===== config.mk =====
export PLATFORM = sky130hd
export DESIGN_NAME = seq_reduce_unit_flat
export DESIGN_NICKNAME = d
export VERILOG_FILES = /design/src/rtl/seq_reduce_unit_pkg.sv /design/src/rtl/seq_reduce_unit_if.sv /design/src/rtl/seq_reduce_unit_chunk_fold.sv /design/src/rtl/seq_reduce_unit.sv /design/src/flat_wrapper.sv
export SDC_FILE = /design/constraint.sdc
export NUM_CORES = 1
export LEC_CHECK = 0
export BUFFER_PORTS_ARGS = -buffer_cell sky130_fd_sc_hd__buf_2
export CORE_AREA = 3 3 52 54
export CTS_BUF_LIST = sky130_fd_sc_hd__clkbuf_2 sky130_fd_sc_hd__clkbuf_4 sky130_fd_sc_hd__clkbuf_8
export DETAILED_ROUTE_END_ITERATION = 8
export DIE_AREA = 0 0 55 57
export PLACE_DENSITY = 0.75
export SLEW_MARGIN = 5
export SYNTH_ARGS = -nofsm -noshare
export SYNTH_HDL_FRONTEND = slang
export SYNTH_SLANG_ARGS = --single-unit

===== constraint.sdc =====
create_clock -name clk -period 3.65 [get_ports clk]
set_clock_uncertainty 0.2 [all_clocks]
set_input_delay 0.73 -clock clk [delete_from_list [all_inputs] [get_ports clk]]
set_output_delay 0.73 -clock clk [all_outputs]
set_load 0.01 [all_outputs]

===== src/rtl/seq_reduce_unit_pkg.sv =====
// Shared definitions for the sequential reduction unit: FSM state codes,
// operation codes and the per-operation accumulator identity.
package seq_reduce_unit_pkg;

   localparam logic [1:0] ST_IDLE = 2'd0;
   localparam logic [1:0] ST_RUN  = 2'd1;
   localparam logic [1:0] ST_DONE = 2'd2;

   typedef enum logic [1:0] {
      MODE_AND  = 2'b00,
      MODE_OR   = 2'b01,
      MODE_XOR  = 2'b10,
      MODE_NAND = 2'b11
   } mode_e;

   // NAND accumulates as AND, so it shares AND's identity.
   function automatic logic fold_identity(input mode_e mode);
      case (mode)
         MODE_AND, MODE_NAND: fold_identity = 1'b1;
         MODE_OR, MODE_XOR:   fold_identity = 1'b0;
         default:             fold_identity = 1'b0;
      endcase
   endfunction

endpackage


===== src/rtl/seq_reduce_unit_if.sv =====
// Request/response bundle of the reduction unit: the requester drives
// start/mode/data, the unit returns busy/done/res.
interface seq_reduce_unit_if #(parameter int WIDTH = 16);

   logic             start;
   logic [1:0]       mode;
   logic [WIDTH-1:0] data;
   logic             busy;
   logic             done;
   logic             res;

   modport master (output start, mode, data, input busy, done, res);
   modport slave  (input start, mode, data, output busy, done, res);

endinterface


===== src/rtl/seq_reduce_unit_chunk_fold.sv =====
// Combinational fold of one CHUNK-bit slice into the 1-bit accumulator,
// plus a flag telling the FSM the result can no longer change.
module chunk_fold
   import seq_reduce_unit_pkg::*;
#(
   parameter int CHUNK = 4
) (
   input  logic             acc,
   input  logic [CHUNK-1:0] chunk,
   input  mode_e            mode,
   output logic             acc_next,
   output logic             saturated
);

   // Fold the slice; AND/NAND saturate at 0, OR at 1, XOR never.
   always_comb begin
      acc_next  = acc;
      saturated = 1'b0;
      case (mode)
         MODE_AND, MODE_NAND: begin
            acc_next  = acc & (&chunk);
            saturated = ~acc_next;
         end
         MODE_OR: begin
            acc_next  = acc | (|chunk);
            saturated = acc_next;
         end
         MODE_XOR: begin
            acc_next  = acc ^ (^chunk);
            saturated = 1'b0;
         end
         default: begin
            acc_next  = acc;
            saturated = 1'b0;
         end
      endcase
   end

endmodule


===== src/rtl/seq_reduce_unit.sv =====
// Sequential bit-reduction (AND/OR/XOR/NAND) of a WIDTH-bit operand, CHUNK
// bits per cycle, with early termination once the result is decided.
module seq_reduce_unit
   import seq_reduce_unit_pkg::*;
#(
   parameter int WIDTH = 16,
   parameter int CHUNK = 4
) (
   input  logic               clk,
   input  logic               rst,
   seq_reduce_unit_if.slave   bus
);

   localparam int NCHUNK = WIDTH / CHUNK;
   localparam int IDX_W  = (NCHUNK > 1) ? $clog2(NCHUNK) : 1;

   if ((CHUNK > WIDTH) || ((WIDTH % CHUNK) != 0)) begin : g_bad_params
      $error("seq_reduce_unit: WIDTH must be a whole multiple of CHUNK");
   end

   logic [1:0]       state_r;
   logic [1:0]       state_nxt_s;
   logic [WIDTH-1:0] data_r;
   mode_e            mode_r;
   logic [IDX_W-1:0] idx_r;
   logic             acc_r;
   logic             busy_r;
   logic             done_r;
   logic             res_r;

   logic [31:0]      offset_s;
   logic [CHUNK-1:0] chunk_s;
   logic             acc_fold_s;
   logic             sat_s;
   logic             last_s;

   assign offset_s = 32'(idx_r) * 32'(CHUNK);
   assign chunk_s  = CHUNK'(data_r >> offset_s);
   assign last_s   = (idx_r == IDX_W'(NCHUNK - 1));

   chunk_fold #(.CHUNK(CHUNK)) u_fold (
      .acc       (acc_r),
      .chunk     (chunk_s),
      .mode      (mode_r),
      .acc_next  (acc_fold_s),
      .saturated (sat_s)
   );

   // Next-state logic; start only matters in IDLE.
   always_comb begin
      state_nxt_s = state_r;
      case (state_r)
         ST_IDLE: begin
            if (bus.start) begin
               state_nxt_s = ST_RUN;
            end else begin
               state_nxt_s = ST_IDLE;
            end
         end
         ST_RUN: begin
            if (last_s || sat_s) begin
               state_nxt_s = ST_DONE;
            end else begin
               state_nxt_s = ST_RUN;
            end
         end
         ST_DONE: state_nxt_s = ST_IDLE;
         default: state_nxt_s = ST_IDLE;
      endcase
   end

   // State, operand latches, chunk index, accumulator and output registers.
   always_ff @(posedge clk) begin
      if (rst) begin
         state_r <= ST_IDLE;
         data_r  <= '0;
         mode_r  <= MODE_AND;
         idx_r   <= '0;
         acc_r   <= 1'b0;
         busy_r  <= 1'b0;
         done_r  <= 1'b0;
         res_r   <= 1'b0;
      end else begin
         state_r <= state_nxt_s;
         busy_r  <= (state_nxt_s == ST_RUN) || (state_nxt_s == ST_DONE);
         done_r  <= (state_nxt_s == ST_DONE);
         case (state_r)
            ST_IDLE: begin
               if (bus.start) begin
                  data_r <= bus.data;
                  mode_r <= mode_e'(bus.mode);
                  idx_r  <= '0;
                  acc_r  <= fold_identity(mode_e'(bus.mode));
               end
            end
            ST_RUN: begin
               acc_r <= acc_fold_s;
               idx_r <= idx_r + IDX_W'(1);
               // res is only ever written on the way into DONE.
               if (state_nxt_s == ST_DONE) begin
                  res_r <= (mode_r == MODE_NAND) ? ~acc_fold_s : acc_fold_s;
               end
            end
            default: begin
            end
         endcase
      end
   end

   assign bus.busy = busy_r;
   assign bus.done = done_r;
   assign bus.res  = res_r;

endmodule


===== src/flat_wrapper.sv =====
// flat-port wrapper written by rule: the top's interface ports become plain ports
module seq_reduce_unit_flat import seq_reduce_unit_pkg::*;
#(
   parameter int WIDTH = 16,
   parameter int CHUNK = 4
)
  (clk, rst, bus_start, bus_mode, bus_data, bus_busy, bus_done, bus_res);
  seq_reduce_unit_if #(.WIDTH(WIDTH)) bus_i ();
  input  logic clk;
  input  logic rst;
  input wire logic [$bits(bus_i.start)-1:0] bus_start;
  input wire logic [$bits(bus_i.mode)-1:0] bus_mode;
  input wire logic [$bits(bus_i.data)-1:0] bus_data;
  output wire logic [$bits(bus_i.busy)-1:0] bus_busy;
  output wire logic [$bits(bus_i.done)-1:0] bus_done;
  output wire logic [$bits(bus_i.res)-1:0] bus_res;
  assign bus_i.start = bus_start;
  assign bus_i.mode = bus_mode;
  assign bus_i.data = bus_data;
  assign bus_busy = bus_i.busy;
  assign bus_done = bus_i.done;
  assign bus_res = bus_i.res;
  seq_reduce_unit #(.WIDTH(WIDTH), .CHUNK(CHUNK)) u_core (.clk(clk), .rst(rst), .bus(bus_i));
endmodule

Word-level counts from Yosys, hierarchy flattened
Cells that the tools add are included.
{"block": "word_totals", "in_bits": 21, "out_inout_bits": 3, "regBits": 26}
{"block": "op_classes", "addsub": 1, "bitwise": 5, "muxes": 11, "shift": 1, "eq_ne": 11, "n_reduce_logical": 15}
{"op": ">> shifter 16 x 4 -> 4 bit", "n": 1}
{"op": "== test 2 bit, second input constant", "n": 6}
{"op": "== test 2 x 1 -> 1 bit, second input constant", "n": 4}
{"op": "case mux 2 bit (2 select lines)", "n": 2}
{"op": "zero test 2 bit", "n": 3}
{"op": "case mux 1 bit (3 select lines)", "n": 2}
{"op": "AND reduction 2 bit", "n": 3}
{"op": "OR reduction 2 bit", "n": 3}
{"op": "two-way mux 2 bit", "n": 2}
{"op": "case mux 1 bit (2 select lines)", "n": 2}
{"op": "AND reduction 4 bit", "n": 1}
{"op": "OR reduction 4 bit", "n": 1}
{"op": "parity 4 bit", "n": 1}
{"op": "two-way mux 1 bit", "n": 3}
{"op": "adder 2 x 1 -> 2 bit, second input constant", "n": 1}
{"op": "logical OR 1 bit", "n": 2}
{"op": "inequality test 2 bit, second input constant", "n": 1}
{"op": "inverter 1 bit", "n": 2}
{"op": "nonzero test 2 bit", "n": 1}
{"op": "AND 1 bit", "n": 1}
{"op": "OR 1 bit", "n": 1}
{"op": "XOR 1 bit", "n": 1}

Depth between registers and ports, before layout
{"block": "depth", "depth_word": 10, "depth_mapped": 11, "depth_no_buf": 10}

Hierarchy
Synthesis repeated with hierarchy kept, for this count alone.
{"block": "hier_totals", "hier_cells": 138, "hier_area_um2": 1257.5}
{"mod": "seq_reduce_unit", "cells_per_inst": 116, "n_inst": 1, "area_each_um2": 1088.5, "seq_area_each_um2": 520.5}
{"mod": "chunk_fold", "cells_per_inst": 22, "n_inst": 1, "area_each_um2": 168.9, "seq_area_each_um2": 0.0}

Least setup slack after synthesis
Ideal clock, no wire load.
{"block": "synth_path", "path_kind": "register -> register", "from": "reg u_core.idx_r[0]", "to": "reg u_core.res_r (netlist: u_core.bus.res)", "arrival_time_ns": 2.428, "path_buffers": 1, "setup_time_ns": 0.133, "path_stages_with_launch": 12, "synth_period_minus_slack_ns": 2.761, "path_slack_ns": 0.889, "path_cell_list": "dfxtp_1 > clkbuf_1 > mux4_2 > inv_1 > ha_1 > nand3b_1 > a221oi_1 > nor2_1 > ha_1 > and2_2 > nor2_1 > a311oi_2"}
{"block": "synth_via", "elab_chain_cells": 10, "word_cells_on_any_way": 18}
{"item": "from (decl)", "line": "seq_reduce_unit.sv:25", "text": "logic [IDX_W-1:0] idx_r;"}
{"item": "from (signal assigned)", "line": "seq_reduce_unit.sv:98", "text": "idx_r <= idx_r + IDX_W'(1);"}
{"item": ">> shifter 16 x 4 -> 4 bit", "line": "seq_reduce_unit.sv:38", "text": "assign chunk_s = CHUNK'(data_r >> offset_s);"}
{"item": "AND reduction 4 bit", "line": "seq_reduce_unit_chunk_fold.sv:21", "text": "acc_next = acc & (&chunk);"}
{"item": "AND 1 bit", "line": "seq_reduce_unit_chunk_fold.sv:21"}
{"item": "inverter 1 bit", "line": "seq_reduce_unit_chunk_fold.sv:22", "text": "saturated = ~acc_next;"}
{"item": "case mux 1 bit (3 select lines)", "line": "seq_reduce_unit_chunk_fold.sv:19", "text": "case (mode)"}
{"item": "logical OR 1 bit *", "line": "seq_reduce_unit.sv:61", "text": "if (last_s || sat_s) begin"}
{"item": "two-way mux 2 bit *", "line": "seq_reduce_unit.sv:61"}
{"item": "case mux 2 bit (2 select lines) *", "line": "seq_reduce_unit.sv:52", "text": "case (state_r)"}
{"item": "net u_core.state_nxt_s[1]", "line": "seq_reduce_unit.sv:22", "text": "logic [1:0] state_nxt_s;"}
{"item": "== test 2 bit *", "line": "seq_reduce_unit.sv:100", "text": "if (state_nxt_s == ST_DONE) begin"}
{"item": "AND reduction 2 bit (no line) *"}
{"item": "to (signal assigned)", "line": "seq_reduce_unit.sv:101", "text": "res_r <= (mode_r == MODE_NAND) ? ~acc_fold_s : acc_fold_s;"}
{"item": "to (decl)", "line": "seq_reduce_unit.sv:29", "text": "logic res_r;"}
The timed path passes the listed nets; every way through them passes the cells marked *.
A chain may end at the register's enable or synchronous reset.

Final worst setup path
Ends and elaborated chain as after synthesis.

==> metrics.md <==
| Metric | Value |
|---|---|
| R2R cell count | `10` |
| Arrival time worst endpoint | `2.91 ns` |
| Gp weighted congestion | `0.808` |
| Power Density | `438 nW/um^2` |
| Maximum operating frequency | `344 MHz` |
| Layout Cells excl Fill | `191` |
| Nets | `194` |
| Post_cts resized | `0` |
| Critical path, cell by cell | `mux4_2 -> inv_1 -> ha_1 -> nand3b_1 -> a221oi_1 -> nor2_1 -> ha_1 -> and2_2 -> nor2_1 -> a311oi_2` |
| Seq cells post-synth | `26` |
| Die Span X | `55 um` |
| CTS tree | `yes` |
| Clock Path Buffers | `2` |
| Fin. Hold Viols | `0` |
| Critical Path RT | `3.65 ns` |
| Post-CTS Setup Bufs | `0` |
| Slowest-stage cell, CP | `mux4_2` |
| Initial Util | `0.555` |
| Core ar. | `2250 um^2` |
| RSZ-0062 raised after global routing | `false` |
| Setup TNS | `0 ns` |
| Relative slew slack | `0.619` |
| HP Start | `u_core.data_r[6]` |
| Worst hold path class | `reg -> reg` |
| Worst skew pair latency | `0.32 ns` |
| Period utilization | `0.796` |
| Max Slew Vio Count | `0` |
| R2r startpoint | `u_core.idx_r[0]` |
| Cells on Worst Hold Path | `2` |
| Top Ports | `24` |
| CP startpoint kind | `flip-flop` |
| CP top delay family | `multiplexers` |
| Core Util, Final | `0.633` |
| CP Capture Type | `flip-flop` |
| Final WS setup | `0.744 ns` |
| Gate count of the mapped netlist | `142` |
| GR Util All Layers | `0.180` |
| Inserted Clock Buffers | `3` |
| Routed WL per cell | `12.3 um` |
| Max rail drop VDD | `0.303 mV` |
| Worst Hold Path EP | `u_core.data_r[6]` |
| Setup-failing EPs final | `0` |
| Number of max-cap violations | `0` |
| Vias in the first global route | `991` |
| Critical R2R Capture | `u_core.bus.res` |
| Area grow syn2layout | `13.9%` |
| DRC | `0` |
| Initial antenna violation count | `0` |
| Syn Std Cell Area | `1250 um^2` |
| Syn_area_per_cell | `8.82 um^2` |
| Register area share after synthesis | `0.416` |
| Run status | `finished, final reports clean` |
| ANT nets after route | `0` |
| Final min period | `2.91 ns` |
| Number of port buffers | `23` |
| Static Leak | `0.600 nW` |
| Post-DR vias/cell | `5.21` |
| Root Buffer | `clkbuf_4` |
| Unique masters post-synth | `26` |
| Worst-Margin Slew | `0.569 ns` |
| Share of cells above drive strength 1 | `0.221` |
| H-tree levels | `1` |
| Drt pass-1 iters | `2` |
| Crit Path Class | `reg -> reg` |
| Inst Count DP | `187` |
| Synth warn | `0` |
| WL final | `2350 um` |
| Starting DRT DRC Count | `6` |
| Remaining Overflow, GRT | `0` |
| Die area | `3140 um^2` |
| Routed vias | `995` |
| Largest net degree at the start of global routing | `27` |
| Critical Path Fanout Max | `7` |
| FP Rows | `17` |
| Hpwl dp | `1750 um` |
| CTS clk-pin slew, worst paths | `0.14 ns` |
| Global-route wire length before repair | `4150 um` |
| CTS Sinks | `26` |
| Ant. Diodes | `0` |
| Max stage delay on crit path | `0.58 ns` |
| Reg2reg setup slack | `0.74 ns` |
| Hold buffers post-CTS | `0` |
| CP bufs+invs | `1` |
| Worst slack, placed | `0.786 ns` |
| Chip Height | `57 um` |
| Syn nets | `172` |
[cells in the mapped netlist]
master    instances  area [um^2]
ha_1              9          113
mux4_2            4         90.1
xnor2_1           1         8.76
nand3b_1          1         7.51
nor3_1            2         10.0
a221oi_1          1         8.76
clkbuf_1          6         22.5
nand3_1           1         5.00
a22oi_1           2         15.0
a221oi_2          1         15.0
a21oi_1          23          115
nand2b_1          2         12.5
nor2b_1           3         18.8
nand2_1          37          139
and2_2            2         15.0
mux2i_1           1         10.0
o21ai_0           1         5.00
xor3_1            1         23.8
inv_1             6         22.5
clkbuf_8          1         13.8
dfxtp_1          26          521
or3_1             1         6.26
a311oi_2          1         15.0
o21bai_1          1         7.51
nor2_1            7         26.3
and2_1            1         6.26
[flip-flops by register name, indices dropped and copies added, names as in the netlist]
name	count
u_core.bus.busy	1
u_core.data_r	16
u_core.state_r	2
u_core.acc_r	1
u_core.idx_r	2
u_core.mode_r	2
u_core.bus.res	1
u_core.bus.done	1
[cells by family (layout without fill, tap and decap cells)]
kind of cell / Yosys count / count (layout) / synth area share
AO/OA/AOI/OAI: 30 / 30 / 0.145
AND/OR/NAND/NOR: 57 / 57 / 0.197
flip-flops: 26 / 26 / 0.416
buffers and inverters: 13 / 34 / 0.0469
XOR/XNOR: 2 / 2 / 0.0260
adder cells (fa/ha/maj): 9 / 9 / 0.0899
multiplexers: 5 / 5 / 0.0799
[worst register-to-register path, cell delays in order (launching register included)]
cell and delay, ns:
dfxtp_1 0.55, mux4_2 0.58, inv_1 0.08, ha_1 0.15
nand3b_1 0.15, a221oi_1 0.45, nor2_1 0.08, ha_1 0.19
and2_2 0.18, nor2_1 0.12, a311oi_2 0.06
[cells in the final DEF (no fill, tap or decap), drive strengths merged]
cell type  synthesis  layout
o21bai             1       1
clkbuf             7       3
inv                6       6
a311oi             1       1
a22oi              2       2
dfxtp             26      26
buf                0      24
nand2             37      37
o21ai              1       1
nor3               2       2
mux2i              1       1
a221oi             2       2
xnor2              1       1
nand3              1       1
or3                1       1
nor2               7       7
and2               3       3
bufinv             0       1
nand3b             1       1
xor3               1       1
ha                 9       9
nor2b              3       3
mux4               4       4
nand2b             2       2
a21oi             23      23
[through the flow]
stage          power (W)  area [um^2]  hold slack (ns)
2_1_floorplan   0.000403         1250            0.230
3_3_place_gp    0.000429         1370            0.244
3_5_place_dp    0.000434         1370            0.246
4_1_cts         0.000631         1430            0.264
5_1_grt         0.000663         1430            0.274
6_report        0.000624         1430            0.265
[routing by layer]
metal,part of all wire,global-route usage
met1,0.48,0.224
met2,0.47,0.292
met3,0.038,0.0366
met4,0.0085,0.0799
met5,0,0
[power by group]
part | switching (W) | internal (W) | leakage, nW
sequential | 0.0000146 | 0.000303 | 0.213
combinational | 0.0000570 | 0.0000531 | 0.359
clock | 0.0000853 | 0.000111 | 0.0279
total | 0.000157 | 0.000467 | 0.600
[layout make-up]
class,instances,area [um^2]
fill,221,828
multi-input combinational,103,673
sequential,26,520
timing repair buffer,24,123
tap,28,35.0
clock inverter,1,30.0
clock buffer,3,22.5
inverter,6,22.5
[how the worst max path moves through the flow]
stage	startpoint	end	depth (start not counted)
6_report	u_core.idx_r[0]	u_core.bus.res	10
3_3_place_gp	u_core.idx_r[0]	u_core.bus.res	10
5_1_grt	u_core.idx_r[0]	u_core.bus.res	10
3_5_place_dp	u_core.idx_r[0]	u_core.bus.res	10
4_1_cts	u_core.idx_r[0]	u_core.bus.res	10
2_1_floorplan	u_core.idx_r[0]	u_core.bus.res	11
Note: power is estimated with default switching activity, not from simulation.
